File: config.mk
export PLATFORM = sky130hd
export DESIGN_NAME = cafe_dispenser_param_flat
export DESIGN_NICKNAME = d
export VERILOG_FILES = /design/src/rtl/cafe_dispenser_param_if.sv /design/src/rtl/cafe_dispenser_param.sv /design/src/flat_wrapper.sv
export SDC_FILE = /design/constraint.sdc
export NUM_CORES = 1
export LEC_CHECK = 0
export BUFFER_PORTS_ARGS = -buffer_cell sky130_fd_sc_hd__buf_2
export CORE_ASPECT_RATIO = 1.75
export CORE_MARGIN = 2
export CORE_UTILIZATION = 40
export DETAILED_ROUTE_END_ITERATION = 6
export GPL_TIMING_DRIVEN = 1
export PLACE_DENSITY = 0.55
export SLEW_MARGIN = 15
export SYNTH_ARGS = -nofsm -noshare
export SYNTH_HDL_FRONTEND = slang
export SYNTH_SLANG_ARGS = --single-unit
File: constraint.sdc
create_clock -name clk -period 5.7 [get_ports clk]
set_input_delay 0.57 -clock clk [delete_from_list [all_inputs] [get_ports clk]]
set_output_delay 0.57 -clock clk [all_outputs]
set_load 0.05 [all_outputs]
File: src/rtl/cafe_dispenser_param_if.sv
// cafe_dispenser_param_if: panel/sensor inputs and actuator/status outputs of the dispenser
interface cafe_dispenser_param_if #(parameter int CW = 8);
    logic            start;
    logic [1:0]      sel;
    logic            s_level;
    logic            s_temp;
    logic            s_cup;
    logic            abort;
    logic            clr_fault;
    logic [1:0]      M;
    logic            G;
    logic            C;
    logic            V;
    logic            busy;
    logic            done;
    logic            fault;
    logic [2:0]      fault_code;
    logic [CW-1:0]   cups;

    modport master (
        output start, sel, s_level, s_temp, s_cup, abort, clr_fault,
        input  M, G, C, V, busy, done, fault, fault_code, cups
    );

    modport slave (
        input  start, sel, s_level, s_temp, s_cup, abort, clr_fault,
        output M, G, C, V, busy, done, fault, fault_code, cups
    );
endinterface

File: src/rtl/cafe_dispenser_param.sv
// cafe_dispenser_param: multi-recipe beverage dispenser FSM with stage timeouts, fault latch and cup counter
module cafe_dispenser_param #(
    parameter int TW        = 16,
    parameter int T_GRIND   = 100,
    parameter int T_MILK    = 200,
    parameter int T_TIMEOUT = 1000,
    parameter int CW        = 8
) (
    input logic clk,
    input logic rst,
    cafe_dispenser_param_if.slave bus
);
    typedef enum logic [2:0] {IDLE, FILL, GRIND, HEAT, BREW, MILK, DONE, FAULT} state_t;

    localparam logic [TW-1:0] GRIND_END = TW'(T_GRIND - 1);
    localparam logic [TW-1:0] MILK_END  = TW'(T_MILK - 1);
    localparam logic [TW-1:0] WAIT_END  = TW'(T_TIMEOUT - 1);

    state_t        state;
    state_t        nxt;
    logic [TW-1:0] timer;
    logic [1:0]    sel_q;
    logic [1:0]    shots;
    logic [2:0]    code;
    logic [2:0]    nxt_code;
    logic [CW-1:0] cups;
    logic          active;

    // next state and fault code: abort beats clr_fault beats the stage rules
    always_comb begin
        nxt      = state;
        nxt_code = code;
        active   = state inside {FILL, GRIND, HEAT, BREW, MILK};
        if (active && bus.abort) begin
            nxt = IDLE;
        end else if (state == FAULT && bus.clr_fault) begin
            nxt      = IDLE;
            nxt_code = 3'd0;
        end else begin
            case (state)
                IDLE: if (bus.start) begin
                    nxt      = bus.sel == 2'd3 ? FAULT : FILL;
                    nxt_code = bus.sel == 2'd3 ? 3'd1 : code;
                end
                FILL: if (bus.s_level) nxt = GRIND;
                    else if (timer == WAIT_END) begin
                        nxt      = FAULT;
                        nxt_code = 3'd2;
                    end
                GRIND: if (timer == GRIND_END) nxt = HEAT;
                HEAT: if (bus.s_temp) nxt = BREW;
                    else if (timer == WAIT_END) begin
                        nxt      = FAULT;
                        nxt_code = 3'd3;
                    end
                BREW: if (bus.s_cup) nxt = (sel_q == 2'd1 && shots == 2'd0) ? HEAT :
                                           (sel_q == 2'd2) ? MILK : DONE;
                    else if (timer == WAIT_END) begin
                        nxt      = FAULT;
                        nxt_code = 3'd4;
                    end
                MILK: if (timer == MILK_END) nxt = DONE;
                DONE: nxt = IDLE;
                default: nxt = state;
            endcase
        end
    end

    // state, stage timer, latched recipe, shot count, fault code and saturating cup count
    always_ff @(posedge clk) begin
        if (rst) begin
            state <= IDLE;
            timer <= '0;
            sel_q <= 2'd0;
            shots <= 2'd0;
            code  <= 3'd0;
            cups  <= '0;
        end else begin
            state <= nxt;
            code  <= nxt_code;
            timer <= nxt != state ? '0 : timer + TW'(1);
            if (state == IDLE && bus.start && bus.sel != 2'd3) begin
                sel_q <= bus.sel;
                shots <= 2'd0;
            end
            if (state == BREW && bus.s_cup) shots <= shots + 2'd1;
            if (state == DONE && cups != '1) cups <= cups + CW'(1);
        end
    end

    // Moore output decode from the state register only
    always_comb begin
        bus.M          = state == GRIND ? 2'b01 : state == MILK ? 2'b10 : 2'b00;
        bus.G          = state inside {HEAT, BREW, MILK};
        bus.C          = state == BREW;
        bus.V          = state == FILL;
        bus.busy       = !(state inside {IDLE, FAULT});
        bus.done       = state == DONE;
        bus.fault      = state == FAULT;
        bus.fault_code = code;
        bus.cups       = cups;
    end
endmodule

File: src/flat_wrapper.sv
// flat-port wrapper written by rule: the top's interface ports become plain ports
module cafe_dispenser_param_flat 
#(
    parameter int TW        = 16,
    parameter int T_GRIND   = 100,
    parameter int T_MILK    = 200,
    parameter int T_TIMEOUT = 1000,
    parameter int CW        = 8
)
  (clk, rst, bus_start, bus_sel, bus_s_level, bus_s_temp, bus_s_cup, bus_abort, bus_clr_fault, bus_M, bus_G, bus_C, bus_V, bus_busy, bus_done, bus_fault, bus_fault_code, bus_cups);
  cafe_dispenser_param_if #(.CW(CW)) bus_i ();
  input logic clk;
  input logic rst;
  input wire logic [$bits(bus_i.start)-1:0] bus_start;
  input wire logic [$bits(bus_i.sel)-1:0] bus_sel;
  input wire logic [$bits(bus_i.s_level)-1:0] bus_s_level;
  input wire logic [$bits(bus_i.s_temp)-1:0] bus_s_temp;
  input wire logic [$bits(bus_i.s_cup)-1:0] bus_s_cup;
  input wire logic [$bits(bus_i.abort)-1:0] bus_abort;
  input wire logic [$bits(bus_i.clr_fault)-1:0] bus_clr_fault;
  output wire logic [$bits(bus_i.M)-1:0] bus_M;
  output wire logic [$bits(bus_i.G)-1:0] bus_G;
  output wire logic [$bits(bus_i.C)-1:0] bus_C;
  output wire logic [$bits(bus_i.V)-1:0] bus_V;
  output wire logic [$bits(bus_i.busy)-1:0] bus_busy;
  output wire logic [$bits(bus_i.done)-1:0] bus_done;
  output wire logic [$bits(bus_i.fault)-1:0] bus_fault;
  output wire logic [$bits(bus_i.fault_code)-1:0] bus_fault_code;
  output wire logic [$bits(bus_i.cups)-1:0] bus_cups;
  assign bus_i.start = bus_start;
  assign bus_i.sel = bus_sel;
  assign bus_i.s_level = bus_s_level;
  assign bus_i.s_temp = bus_s_temp;
  assign bus_i.s_cup = bus_s_cup;
  assign bus_i.abort = bus_abort;
  assign bus_i.clr_fault = bus_clr_fault;
  assign bus_M = bus_i.M;
  assign bus_G = bus_i.G;
  assign bus_C = bus_i.C;
  assign bus_V = bus_i.V;
  assign bus_busy = bus_i.busy;
  assign bus_done = bus_i.done;
  assign bus_fault = bus_i.fault;
  assign bus_fault_code = bus_i.fault_code;
  assign bus_cups = bus_i.cups;
  cafe_dispenser_param #(.TW(TW), .T_GRIND(T_GRIND), .T_MILK(T_MILK), .T_TIMEOUT(T_TIMEOUT), .CW(CW)) u_core (.clk(clk), .rst(rst), .bus(bus_i));
endmodule
Word level (Yosys, flattened, before mapping)
Cells that the tools add are included.
{"block": "word_totals", "ff_bits": 34, "output_inout_bits": 19, "inputBits": 10, "elab_cells": 78}
{"block": "classes", "n_eq_ne": 24, "n_reduce_logical": 17, "n_mux": 27, "n_addsub": 3, "bitwise": 1}
{"cell": "3-bit two-way mux", "n": 20}
{"cell": "3-bit one-hot mux with 7 select lines", "n": 1}
{"cell": "16-bit by 1-bit adder with 16-bit output, second input constant", "n": 1}
{"cell": "16-bit by 10-bit equality test with 1-bit output, second input constant", "n": 1}
{"cell": "16-bit by 7-bit equality test with 1-bit output, second input constant", "n": 1}
{"cell": "16-bit by 8-bit equality test with 1-bit output, second input constant", "n": 1}
{"cell": "3-bit equality test, second input constant", "n": 4}
{"cell": "3-bit one-hot mux with 4 select lines", "n": 1}
{"cell": "2-bit two-way mux", "n": 5}
{"cell": "10-bit AND reduction", "n": 1}
{"cell": "5-bit nonzero test", "n": 2}
{"cell": "3-bit by 1-bit != test with 1-bit output, second input constant", "n": 3}
{"cell": "3-bit by 2-bit != test with 1-bit output, second input constant", "n": 3}
{"cell": "8-bit by 1-bit adder with 8-bit output, second input constant", "n": 1}
{"cell": "8-bit != test, second input constant", "n": 1}
{"cell": "1-bit logical AND", "n": 7}
{"cell": "3-bit by 2-bit equality test with 1-bit output, second input constant", "n": 2}
{"cell": "3-bit != test, second input constant", "n": 2}
{"cell": "2-bit equality test, second input constant", "n": 2}
{"cell": "2-bit nonzero test", "n": 2}
{"cell": "3-bit by 1-bit equality test with 1-bit output, second input constant", "n": 1}
{"cell": "3-bit logical NOT", "n": 1}
{"cell": "3-bit != test", "n": 1}
{"cell": "3-bit nonzero test", "n": 1}
{"cell": "7 further kinds", "n": 7}

Longest topological paths before layout
{"block": "depth", "ltp_word": 9, "ltp_mapped": 9, "depth_no_buf": 8}

Worst setup path after synthesis
OpenSTA, ideal clock, no wires.
{"block": "synth_path", "path_kind": "register -> register", "startpoint": "register u_core.state[1]", "endpoint": "register u_core.timer[1]", "setup_time_ns": 0.088, "t_arrival_ns": 2.655, "path_stages_with_launch": 9, "period_less_slack_ns": 2.742, "path_buffers": 2, "slack_ns": 2.958, "required_time_ns": 5.612, "cell_sequence": "dfxtp_1 -> buf_2 -> inv_1 -> nor3_1 -> nand4_1 -> and4_4 -> o21a_4 -> buf_6 -> nor4_4"}
{"block": "synth_between", "elab_chain_cells": 7, "word_cells_on_any_way": 23, "cone_classes": "eq/ne: 8; mux: 10; reduce/logical: 5"}
{"item": "from (decl)", "line": "cafe_dispenser_param.sv:19", "source": "state_t state;"}
{"item": "from (signal assigned)", "line": "cafe_dispenser_param.sv:79", "source": "state <= nxt;"}
{"item": "3-bit two-way mux", "line": "cafe_dispenser_param.sv:46, cafe_dispenser_param.sv:52, cafe_dispenser_param.sv:58"}
{"item": "3-bit two-way mux (on tied branches)", "line": "cafe_dispenser_param.sv:56, cafe_dispenser_param.sv:45, cafe_dispenser_param.sv:51"}
{"item": "3-bit one-hot mux with 7 select lines", "line": "cafe_dispenser_param.sv:40", "source": "case (state)"}
{"item": "3-bit two-way mux", "line": "cafe_dispenser_param.sv:36", "source": "end else if (state == FAULT && bus.clr_fault) begin"}
{"item": "3-bit two-way mux", "line": "cafe_dispenser_param.sv:34", "source": "if (active && bus.abort) begin"}
{"item": "3-bit != test (*)", "line": "cafe_dispenser_param.sv:81", "source": "timer <= nxt != state ? '0 : timer + TW'(1);"}
{"item": "2-bit OR reduction (no source line) (*)"}
{"item": "to (signal assigned)", "line": "cafe_dispenser_param.sv:81"}
{"item": "to (decl)", "line": "cafe_dispenser_param.sv:21", "source": "logic [TW-1:0] timer;"}
Every way passes the cells marked *; elsewhere a longest branch is shown, timed or not.
A chain may end at the register's enable or synchronous reset.

Worst setup path after layout
{"block": "layout_path", "startpoint": "register u_core.state[0]", "endpoint": "register u_core.timer[15]"}
Same word-level chain as after synthesis.

==> parameters.txt <==
Parameter                              Value

Status
  Outcome    completed

Die
  Placement Rows    35
  Effective utilization at floorplan    between 40% and 50%
  IO Count    29
  Die Y-Extent    slightly above 100 um
  Die area    just over 0.006 sq mm
  Floorplan core area    0.00530 sq mm
  Horizontal extent of the die    between 50 and 60 um

Timing
  Worst setup slack after layout    between 2000 and 3000 ps
  RSZ-0062 raised after global routing    false
  Final slew viol count    0
  Period utilization    54.8%
  Hold violation count in the final report    0
  Post-route worst hold slack    about 500 ps
  Final TNS setup    0 ps
  Number of setup violations in the final report    0
  Pin slew with the least headroom to its limit    822 ps
  Slew HR    a little under half
  Clock skew after layout    ~12 ps
  Max Clk Rate    between 300 and 400 MHz
  Post-route minimum period    roughly 3100 ps

Worst setup path
  Arrival time at the worst endpoint    3300 ps
  Number of cells traversed by the worst register-to-register path    7
  Crit end category    register
  Endpoint of the most critical register-to-register path    u_core.timer[15]$_SDFF_PP0_
  Worst EP required    5880 ps
  Slack of the worst reg-to-reg path    around 2600 ps
  Crit start category    register
  CP cell instances    or3b_2 > clkinv_1 > nand3_1 > nand3_1 > o31ai_1 > nand2_1 > nor4b_1
  Worst R2R Start    u_core.state[0]$_SDFF_PP0_
  Max stage delay on crit path    between 700 and 800 ps
  Cell repeated most along the worst path    sky130_fd_sc_hd__nand3_1
  Slowest cell on crit path    sky130_fd_sc_hd__dfxtp_1
  Critical-path maximum fanout    20
  Critical path class    register to register

Synthesis
  Most repeated cell in the gate-level netlist after synthesis    sky130_fd_sc_hd__nor2_1
  Yosys warns    0
  Cells taking the most area after synthesis    sky130_fd_sc_hd__dfxtp_1 (31%), sky130_fd_sc_hd__nor2_1 (6.3%), sky130_fd_sc_hd__xor2_1 (4.8%)
  Synth Net Count    about 280
  Post-synthesis area per instance    roughly 8.4 sq um
  Post-Syn Area    approximately 0.0022 sq mm
  Number of instances in the synthesized netlist    261
  Portion of the post-synthesis area used by sequential elements    between 30% and 40%
  Synth cell count leaders    sky130_fd_sc_hd__nor2_1 (37), sky130_fd_sc_hd__dfxtp_1 (34), sky130_fd_sc_hd__nand2_1 (19)
  FFs w/ async S/R, synth    0%
  Leading register cell type out of synthesis    sky130_fd_sc_hd__dfxtp_1
  Fraction of post-synthesis cell area in the top cell type by area    a little over 30%
  Number of distinct library cells after synthesis    57
  EDFF count, synth    0
  Cell type with the highest aggregate area in the netlist    sky130_fd_sc_hd__dfxtp_1
  Count of state elements after synthesis    34

Clock tree
  Number of instances resized during post-cts repair    0
  Post-CTS Setup Repair Bufs    0
  Clock-pin slew on the worst setup and hold paths    80 ps
  Clock H-tree levels    2
  Hold buffers post-CTS    0
  Maximum clock insertion buffer count    2
  Clock tree from TritonCTS    built
  Clock tree root driver cell    sky130_fd_sc_hd__clkbuf_8
  # clock sinks    34
  CTS Buf Count    5
  Clock insertion delay at the later pin of the skew report    just under 300 ps

GRT
  Number of global-route vias before repair    ~1,900
  Total global routing overflow    0
  Initial antenna violation count    0
  Total global-route track usage    around 18%
  Global-route wire length before repair    approximately 8500 um
  Largest net degree at the start of global routing    33

Place
  Number of buffers added on ports    28
  Post-place instance area    0.00232 sq mm
  Post-place setup slack    ~2600 ps
  Placer congestion estimate    ~0.86
  Half-perimeter wire length after placement    between 3000 and 4000 um

Drt
  Vias per std cell    around 5.6
  Detail Route Antenna Nets    0
  Routed wire length per instance    14.5 um
  Initial DRT Pass Iterations    4
  Via count    2,012
  Detailed-route wire length    ~5200 um
  Initial DRC Count    between 100 and 150
  Remaining routing DRC violations    0

Finish
  Area used by sequential logic in the layout    681 sq um
  Area occupied by multi-input gates    between 0.001 and 0.0015 sq mm
  Number of inserted diodes    0
  P&R area growth vs syn    12.2%
  Filler Cell Count    544
  Number of nets in the layout    around 300
  Fraction of final layout cells sized beyond drive strength 1    roughly 20%
  Final instance area    0.00246 sq mm

Job
  Count of max-cap constraint violations    0

Pwr
  Leakage power of the design    around 0.95 nW
  Pwr dens    around 310 mW/mm^2
  Maximum vdd drop    approximately 180 uV

Min path
  Worst hold path type    register to register
  Number of cells traversed by the worst hold path    2
  Worst hold endpoint    u_core.bus.fault_code[2]$_SDFFE_PP0P_
  Origin of the worst min-delay path    u_core.bus.fault_code[2]$_SDFFE_PP0P_
cells in the final DEF, fill, tap and decap left out, types with 3 or more instances in the layout:
cell                       instances
sky130_fd_sc_hd__inv_1             7
sky130_fd_sc_hd__xnor2_1           7
sky130_fd_sc_hd__xor2_1           12
sky130_fd_sc_hd__nor4b_1           6
sky130_fd_sc_hd__clkbuf_8          5
sky130_fd_sc_hd__nor3_1           13
sky130_fd_sc_hd__o21ai_0           8
sky130_fd_sc_hd__buf_2            28
sky130_fd_sc_hd__and3_1            8
sky130_fd_sc_hd__nor4b_2           3
sky130_fd_sc_hd__ha_1              4
sky130_fd_sc_hd__nor4_1            3
sky130_fd_sc_hd__nand2b_1          3
sky130_fd_sc_hd__or3_1             3
sky130_fd_sc_hd__a21oi_1          12
sky130_fd_sc_hd__nand4_1           9
sky130_fd_sc_hd__nor2b_1           5
sky130_fd_sc_hd__mux2i_1           4
sky130_fd_sc_hd__a31oi_1           4
sky130_fd_sc_hd__nand2_1          19
sky130_fd_sc_hd__dfxtp_1          34
sky130_fd_sc_hd__nand3_1          11
sky130_fd_sc_hd__nor2_1           37
logic make-up after synthesis:
| group | share of synthesized area (%) |
|---|---|
| mux | 1.83 |
| compound gates | 13.7 |
| xor+xnor | 7.59 |
| buf+inv | 6.05 |
| flops | 31.1 |
| simple gates | 37.5 |
| fa+ha+maj | 2.28 |
where the power goes:
group / internal, W / total (W) / switching [W]
Sequential: 0.000250 / 0.000275 / 0.0000252
Clock: 0.000175 / 0.000270 / 0.0000952
Combinational: 0.0000672 / 0.000226 / 0.000159
Total: 0.000493 / 0.000772 / 0.000279
how the worst max path moves through the flow:
stage | from | endpoint | slack, ps | cells after the start
finish | u_core.state[0]$_SDFF_PP0_ | u_core.timer[15]$_SDFF_PP0_ | 2580 | 7
detailed placement | u_core.state[0]$_SDFF_PP0_ | u_core.timer[15]$_SDFF_PP0_ | 2570 | 7
global route | u_core.state[0]$_SDFF_PP0_ | u_core.timer[9]$_SDFF_PP0_ | 2220 | 7
floorplan | u_core.state[1]$_SDFF_PP0_ | u_core.timer[1]$_SDFF_PP0_ | 2960 | 8
CTS | u_core.state[0]$_SDFF_PP0_ | u_core.timer[15]$_SDFF_PP0_ | 2560 | 7
global placement | u_core.state[0]$_SDFF_PP0_ | u_core.timer[9]$_SDFF_PP0_ | 2750 | 7
routing by layer:
layer  global-route usage, %  vias to the layer above  wire length (um)
li1                        -                      991                 -
met1                    19.5                      951              2060
met2                    33.6                       60              2820
met3                    3.04                       10               209
met4                    8.55                        0               112
met5                       0                        -                 0
metrics by stage:
| step | total power (W) | utilization, % | cells |
|---|---|---|---|
| CTS | 0.000782 | 46.4 | 359 |
| global route | 0.000812 | 46.4 | 359 |
| floorplan | 0.000480 | - | 261 |
| global placement | 0.000507 | 43.8 | 351 |
| finish | 0.000772 | 46.4 | 359 |
| detailed placement | 0.000508 | 43.8 | 351 |
cell type report:
cell class / instances / share of cell area [%]
Clock buffer: 5 / 2.80
Clock inverter: 3 / 2.80
Inverter: 8 / 1.22
Multi-Input combinational cell: 207 / 56.1
Sequential cell: 34 / 27.7
Tap cell: 74 / 3.76
Timing Repair Buffer: 28 / 5.70
critical path: cells and delay by family (launching register included):
family	cells	cell delay [ps]
simple gates	5	1410
flops	1	790
compound gates	1	610
buf+inv	1	190
flip-flops by register name, summed over array words and instances (netlist names):
name / cells
u_core.bus.fault_code: 3
u_core.shots: 2
u_core.sel_q: 2
u_core.bus.cups: 8
u_core.state: 3
u_core.timer: 16
Power figures use the tool's default switching activity.
